`src/rtl/fetch_unit_pkg.sv`:
```
// Shared definitions for the fetch sequencer: FSM encoding and default geometry.
package fetch_unit_pkg;

  typedef enum logic [1:0] {
    FETCH_FILL   = 2'd0,
    FETCH_RUN    = 2'd1,
    FETCH_HALTED = 2'd2
  } fetch_state_t;

  localparam int INSTRUCTION_WIDTH_DEF = 10;
  localparam int ADDR_BITS_DEF         = 6;
  localparam int COUNT_BITS_DEF        = 16;

endpackage

```
`src/rtl/fetch_unit_sat_counter.sv`:
```
// Saturating up-counter with synchronous active-low clear; holds at all-ones.
module fetch_unit_sat_counter #(
  parameter int COUNT_BITS = 16
) (
  input  logic                  clk,
  input  logic                  clr_n,
  input  logic                  inc,
  output logic [COUNT_BITS-1:0] count
);

  always_ff @(posedge clk) begin
    if (!clr_n) begin
      count <= '0;
    end else if (inc && (count != '1)) begin
      count <= count + 1'b1;
    end
  end

endmodule

```
`src/rtl/fetch_unit.sv`:
```
// PC and fetch sequencer: hides the ROM's one-cycle read latency, squashes wrong-path
// words after redirects, and supports stall, halt/resume and a retirement count.
module fetch_unit
  import fetch_unit_pkg::*;
#(
  parameter int INSTRUCTION_WIDTH = INSTRUCTION_WIDTH_DEF,
  parameter int ADDR_BITS         = ADDR_BITS_DEF,
  parameter int RESET_VECTOR      = 0,
  parameter int COUNT_BITS        = COUNT_BITS_DEF
) (
  input  logic                         clk,
  input  logic                         rst_n,
  output logic [ADDR_BITS-1:0]         rom_addr,
  input  logic [INSTRUCTION_WIDTH-1:0] rom_data,
  input  logic                         stall,
  input  logic                         redirect,
  input  logic [ADDR_BITS-1:0]         target,
  input  logic                         halt,
  input  logic                         resume,
  output logic [INSTRUCTION_WIDTH-1:0] instr,
  output logic [ADDR_BITS-1:0]         instr_pc,
  output logic                         instr_valid,
  output logic                         halted,
  output logic [COUNT_BITS-1:0]        retired
);

  localparam logic [ADDR_BITS-1:0] RESET_PC = ADDR_BITS'(RESET_VECTOR);

  fetch_state_t         state, state_nxt;
  logic [ADDR_BITS-1:0] pc, pc_nxt;
  logic [ADDR_BITS-1:0] instr_pc_nxt;
  logic                 retire;

  always_ff @(posedge clk) begin
    if (!rst_n) begin
      state    <= FETCH_FILL;
      pc       <= RESET_PC;
      instr_pc <= '0;
    end else begin
      state    <= state_nxt;
      pc       <= pc_nxt;
      instr_pc <= instr_pc_nxt;
    end
  end

  // pc always names the word the ROM will present next edge; instr_pc the word it shows now.
  always_comb begin
    state_nxt    = state;
    pc_nxt       = pc;
    instr_pc_nxt = instr_pc;
    retire       = 1'b0;
    unique case (state)
      FETCH_FILL: begin
        state_nxt    = FETCH_RUN;
        instr_pc_nxt = pc;
        pc_nxt       = pc + 1'b1;
      end
      FETCH_RUN: begin
        if (halt) begin
          state_nxt = FETCH_HALTED;
          pc_nxt    = instr_pc + 1'b1;
          retire    = 1'b1;
        end else if (redirect) begin
          // The word already in flight belongs to the fall-through path; refill from target.
          state_nxt = FETCH_FILL;
          pc_nxt    = target;
          retire    = 1'b1;
        end else if (!stall) begin
          instr_pc_nxt = pc;
          pc_nxt       = pc + 1'b1;
          retire       = 1'b1;
        end
      end
      FETCH_HALTED: begin
        if (resume) begin
          state_nxt = FETCH_FILL;
        end
      end
      default: begin
        state_nxt = FETCH_FILL;
      end
    endcase
  end

  // During a stall the ROM re-reads the held word so rom_data stays put.
  assign rom_addr    = ((state == FETCH_RUN) && stall) ? instr_pc : pc;
  assign instr       = rom_data;
  assign instr_valid = (state == FETCH_RUN);
  assign halted      = (state == FETCH_HALTED);

  fetch_unit_sat_counter #(
    .COUNT_BITS(COUNT_BITS)
  ) u_retired (
    .clk  (clk),
    .clr_n(rst_n),
    .inc  (retire),
    .count(retired)
  );

endmodule

```
`config.mk`:
```
export PLATFORM = sky130hd
export DESIGN_NAME = fetch_unit
export DESIGN_NICKNAME = d
export VERILOG_FILES = /design/src/rtl/fetch_unit_pkg.sv /design/src/rtl/fetch_unit_sat_counter.sv /design/src/rtl/fetch_unit.sv
export SDC_FILE = /design/constraint.sdc
export NUM_CORES = 1
export LEC_CHECK = 0
export ABC_AREA = 1
export CORE_MARGIN = 5
export CORE_UTILIZATION = 25
export DETAILED_ROUTE_END_ITERATION = 10
export PLACE_DENSITY = 0.47
export SYNTH_ARGS = -nofsm -noshare
export SYNTH_HDL_FRONTEND = slang
export SYNTH_HIERARCHICAL = 1
export SYNTH_SLANG_ARGS = --single-unit
```
`constraint.sdc`:
```
create_clock -name clk -period 3.2 [get_ports clk]
set_input_delay 0.64 -clock clk [delete_from_list [all_inputs] [get_ports clk]]
set_output_delay 0.64 -clock clk [all_outputs]
set_load 0.05 [all_outputs]
```
Word-level counts from Yosys, hierarchy flattened
Cells that the tools add are included.
- add/sub/neg operators: 3
- multipliers: 0
- divide/modulo/power cells: 0
- $lt $le $gt $ge: 0
- eq/ne operators: 9
- shift operators: 0
- multiplexer cells: 17
- bitwise gates (word level): 0
- reduce and logical (&&, ||, !) cells: 7
- operator list (cell ; number):
    2-to-1 mux 6 bit ; 7
    one-hot mux 6 bit (2 select lines) ; 2
    adder 16 x 1 -> 16 bit, second input constant ; 1
    inequality test 16 bit, second input constant ; 1
    adder 6 x 1 -> 6 bit, second input constant ; 2
    inequality test 2 bit, second input constant ; 4
    2-to-1 mux 2 bit ; 3
    one-hot mux 2 bit (3 select lines) ; 1
    2-to-1 mux 1 bit ; 4
    inequality test 4 bit, second input constant ; 1
    AND reduction 2 bit ; 2
    AND reduction 4 bit ; 1
    inequality test 3 bit, second input constant ; 1
    equality test 2 x 1 -> 1 bit, second input constant ; 1
    equality test 2 bit, second input constant ; 1
    logical AND 1 bit ; 2
    zero test 2 bit ; 1
    nonzero test 2 bit ; 1
- register bits: 30
- latch bits: 0
- RAM bits: 0
- memory bits (read-only): 0
- bits of input ports: 22
- output and inout bits: 40
- logic and storage cells: 40
- memories kept: 0

Depth between registers and ports, before layout
- word-level depth: 5
- depth in mapped cells: 11
- mapped depth without buffers: 10

Modules after synthesis
The synthesis kept the hierarchy.
- by module, submodules not included (module ; instances ; cells each ; area an instance (um^2) ; sequential area each (um^2)):
    fetch_unit ; 1 ; 167 ; 1064.8 ; 280.3
    fetch_unit_sat_counter ; 1 ; 149 ; 996.0 ; 320.3

Least setup slack after synthesis
Ideal clock, no wire load.
- kind: input to output
- from: input port stall
- to: output port rom_addr[0]
- data arrival time: 2049 ps
- data required time: 2560 ps
- path slack: 511 ps
- cell stages on the path: 4
- buffers on the path: 0
- cell sequence: inv_1 nor2_8 inv_6 o21ai_0
- longest elaborated chain between the ends: 2
- ends and longest elaborated chain (what ; RTL line ; text):
    start, declared ; fetch_unit.sv:15 ; input logic stall,
    logical AND 1 bit ; fetch_unit.sv:86 ; assign rom_addr = ((state == FETCH_RUN) && stall) ? instr_pc : pc;
    2-to-1 mux 6 bit ; fetch_unit.sv:86 ;
    end, declared ; fetch_unit.sv:13 ; output logic [ADDR_BITS-1:0] rom_addr,
Every way passes these cells.

Worst setup path after layout
Ends and elaborated chain as after synthesis.

==> flow_summary.toml <==
[placement]
gp_congestion = 0.7781
dp_cells = 450
pre_cts_ws_ns = 0.5403
hpwlAfterDp_mm = 4.331
port_buffers = 41

[final_layout]
multi_input_area_um2 = 1194
syn_to_final_growth_pct = 27.02
fillers = 906
final_util = 0.3218
drive_gt1_frac = 0.1193
final_cells = 457
num-nets-final = 377
n_antenna_cell = 0
regArea_um2 = 600.6

[worst_setup_path]
r2r_end = "u_retired/count[13]$_SDFFE_PN0P_"
crit_fanout = 9
cp.arrival_ns = 2.02
endpoint_kind = "output port"
reg2reg_depth = 10
path_class = "in2out"
cp-start-kind = "primary input"
critPathRequiredTime_ns = 2.56
reg2reg_slack_ns = 1.51
r2r_start = "state[1]$_SDFFE_PN0P_"

[detailed_routing]
avgRoutedWirePerCell_um = 12.21
wl_mm = 5.580
drtPass1Iterations = 4
routed_via_density = 4.475
route.detailed.drc = 0
vias = 2045
ant_nets = 0
drt_iter0_drc = 38

[power_and_ir_drop]
switching_share = 0.3705
clkPwrFrac = 0.274
power_mw = 1.079
pwr-share-comb = 0.322
power_density_nw_per_um2 = 412.3
seqPwrFrac = 0.404
max-vdd-ir-drop_mv = 0.1920
leakage_nw = 1.086
p_sw_uw = 399.8
internal-power_uw = 679.3

[synth]
synth_area_leaders = "dfxtp_1, nand2_1, nor2_1"
syn_avg_cell_area_um2 = 6.521
seq_area_frac_synth = 0.2914
syn-instance-count = 316
synth_top_area_share = 0.2914
synth-main-ff-cell = "dfxtp_1"
ys_warn_count = 6
synth_top_area_cell = "dfxtp_1"
synth_cell_types = 31
async_reset_ff_frac = 0
synth_seq_cells = 30
synth.cell_area_um2 = 2061
synth_edf_count = 0
synth_fp_nets = 341

[sta]
fin_crit_sh = 0.8309
fin_skew_ns = 0.008322
hold_viol_final = 0
fin_crit_ns = 2.659
relSlewSlack = 0.6572
tns_ns = 0
fmax_mhz = 376.1
setup-violations-final = 0
fin_ws_ns = 0.5412
worst_pin_slew_ns = 0.5126
drv_slew = 0
rsz0062_at_grt = "no"

[worst_hold_path]
hold_class = "reg2reg"
hold_depth = 1
min_to = "state[0]$_SDFFE_PN0P_"
min-delay-start = "state[1]$_SDFFE_PN0P_"

[global_routing]
grt_pass1_wl_mm = 9.308
grt.total_usage = 0.1158
antenna_found_initial = 0
grt_overflow = 0
grt_pass1_vias = 1993
grt_max_degree = 27

[die]
dieArea_um2 = 10160
die-width_um = 100.8
io_pins = 62
initial_core_util = 0.2533
die_height_um = 100.8
num_rows = 33
coreArea_um2 = 8134

[clock_tree]
cts_hold_buffers = 0
cts-root-buf = "clkbuf_8"
cts.clk_slew.worst_paths_ns = 0.06
worst_skew_pair.late_latency_ns = 0.28
postCtsSetupBuffers = 0
cts-resized-gates = 0
cts_tree = "yes"
cts_sinks = 30
cts_max_path_buffers = 2
cts-htree-levels = 2
cts_buffers = 5

[job]
maxCapViolations = 0

[status]
status = "completed"
state kept, by name, summed over array words and instances (netlist names):
signal           flops
u_retired/count     16
state                2
instr_pc             6
pc                   6
how the worst max path moves through the flow:
stage / startpoint / end / slack, ns / depth (start not counted)
after CTS: stall / rom_addr[0] / 0.53 / 6
after detailed placement: stall / rom_addr[2] / 0.54 / 6
after global routing: stall / rom_addr[0] / 0.45 / 6
final: stall / rom_addr[0] / 0.54 / 6
after global placement: stall / rom_addr[2] / 0.54 / 6
after floorplan: stall / rom_addr[0] / 0.51 / 4
critical path, stage by stage:
cell             delay [ns]
clkdlybuf4s50_1        0.48
inv_1                  0.10
nor2_8                 0.23
inv_6                  0.06
o21ai_0                0.32
buf_12                 0.19
synthesized netlist by cell type, types with 2 or more instances:
library cell  count
nor2_4            5
nand2_2           4
nor2_2            8
nand2_4           3
ha_1              3
nor2_1           53
a21oi_1          18
inv_1            32
nand4_1           3
inv_2             2
dfxtp_1          30
xor2_1            2
buf_4            12
o21ai_0          17
nand2_1          79
xnor2_1           2
o21ai_1           3
nand3_1          21
nor2_8            2
nor3_1            3
a31oi_1           4
layout make-up:
| type | count | area share |
|---|---|---|
| Multi-Input combinational cell | 236 | 0.4560 |
| Timing Repair Buffer | 43 | 0.1807 |
| Clock buffer | 7 | 0.02916 |
| Tap cell | 105 | 0.05019 |
| Sequential cell | 30 | 0.2294 |
| Inverter | 36 | 0.05449 |
routing by layer:
metal / wire length [um] / track usage / vias up / part of all wire
met2: 2525 / 0.1970 / 65 / 0.45
met5: 0 / 0 / - / 0
met4: 91 / 0.03731 / 0 / 0.016
met3: 440 / 0.03599 / 13 / 0.079
li1: - / - / 1073 / -
met1: 2522 / 0.1382 / 894 / 0.45
power by group through the flow:
stage	clock network [mW]	registers [mW]	logic [mW]
final	0.296	0.436	0.347
after global routing	0.329	0.441	0.378
after CTS	0.305	0.436	0.351
after detailed placement	0	0.444	0.350
after global placement	0	0.444	0.349
after floorplan	0	0.479	0.219
cell usage in the layout, fill, tap and decap left out:
cell type / instances
o21ai_4: 1
inv_6: 1
clkbuf_1: 2
a21oi_1: 18
nor3_4: 1
nand2_2: 4
nor3_1: 3
o21bai_1: 1
dfxtp_1: 30
o21ai_0: 17
or2_0: 1
nand3_1: 21
inv_4: 1
clkdlybuf4s50_1: 35
nand4_1: 3
nor2_4: 5
xnor2_1: 2
ha_1: 3
buf_4: 3
nor2_8: 2
nor2_1: 53
a211oi_1: 1
nand4_2: 1
buf_12: 5
a31oi_1: 4
clkbuf_8: 5
nand2_1: 79
nand2_4: 3
inv_1: 32
xor2_1: 2
o21ai_1: 3
inv_2: 2
nor2_2: 8
metrics by stage:
step	cell area [um^2]	hold slack [ns]
2_1_floorplan	2061	0.4212
3_3_place_gp	2541	0.4294
3_5_place_dp	2541	0.4356
4_1_cts	2618	0.4457
5_1_grt	2618	0.4877
6_report	2618	0.4459
cells by family (layout without fill, tap and decap cells):
| family | Yosys count | after routing | synth area share |
|---|---|---|---|
| buffers and inverters | 50 | 86 | 0.1293 |
| and+or+nand+nor | 184 | 184 | 0.4244 |
| xor gates and xnor gates | 4 | 4 | 0.01700 |
| adders and majority gates | 3 | 3 | 0.01822 |
| AOI/OAI and AO/OA | 45 | 45 | 0.1196 |
| DFF | 30 | 30 | 0.2914 |
No activity file was read; power rests on OpenSTA's default activity.
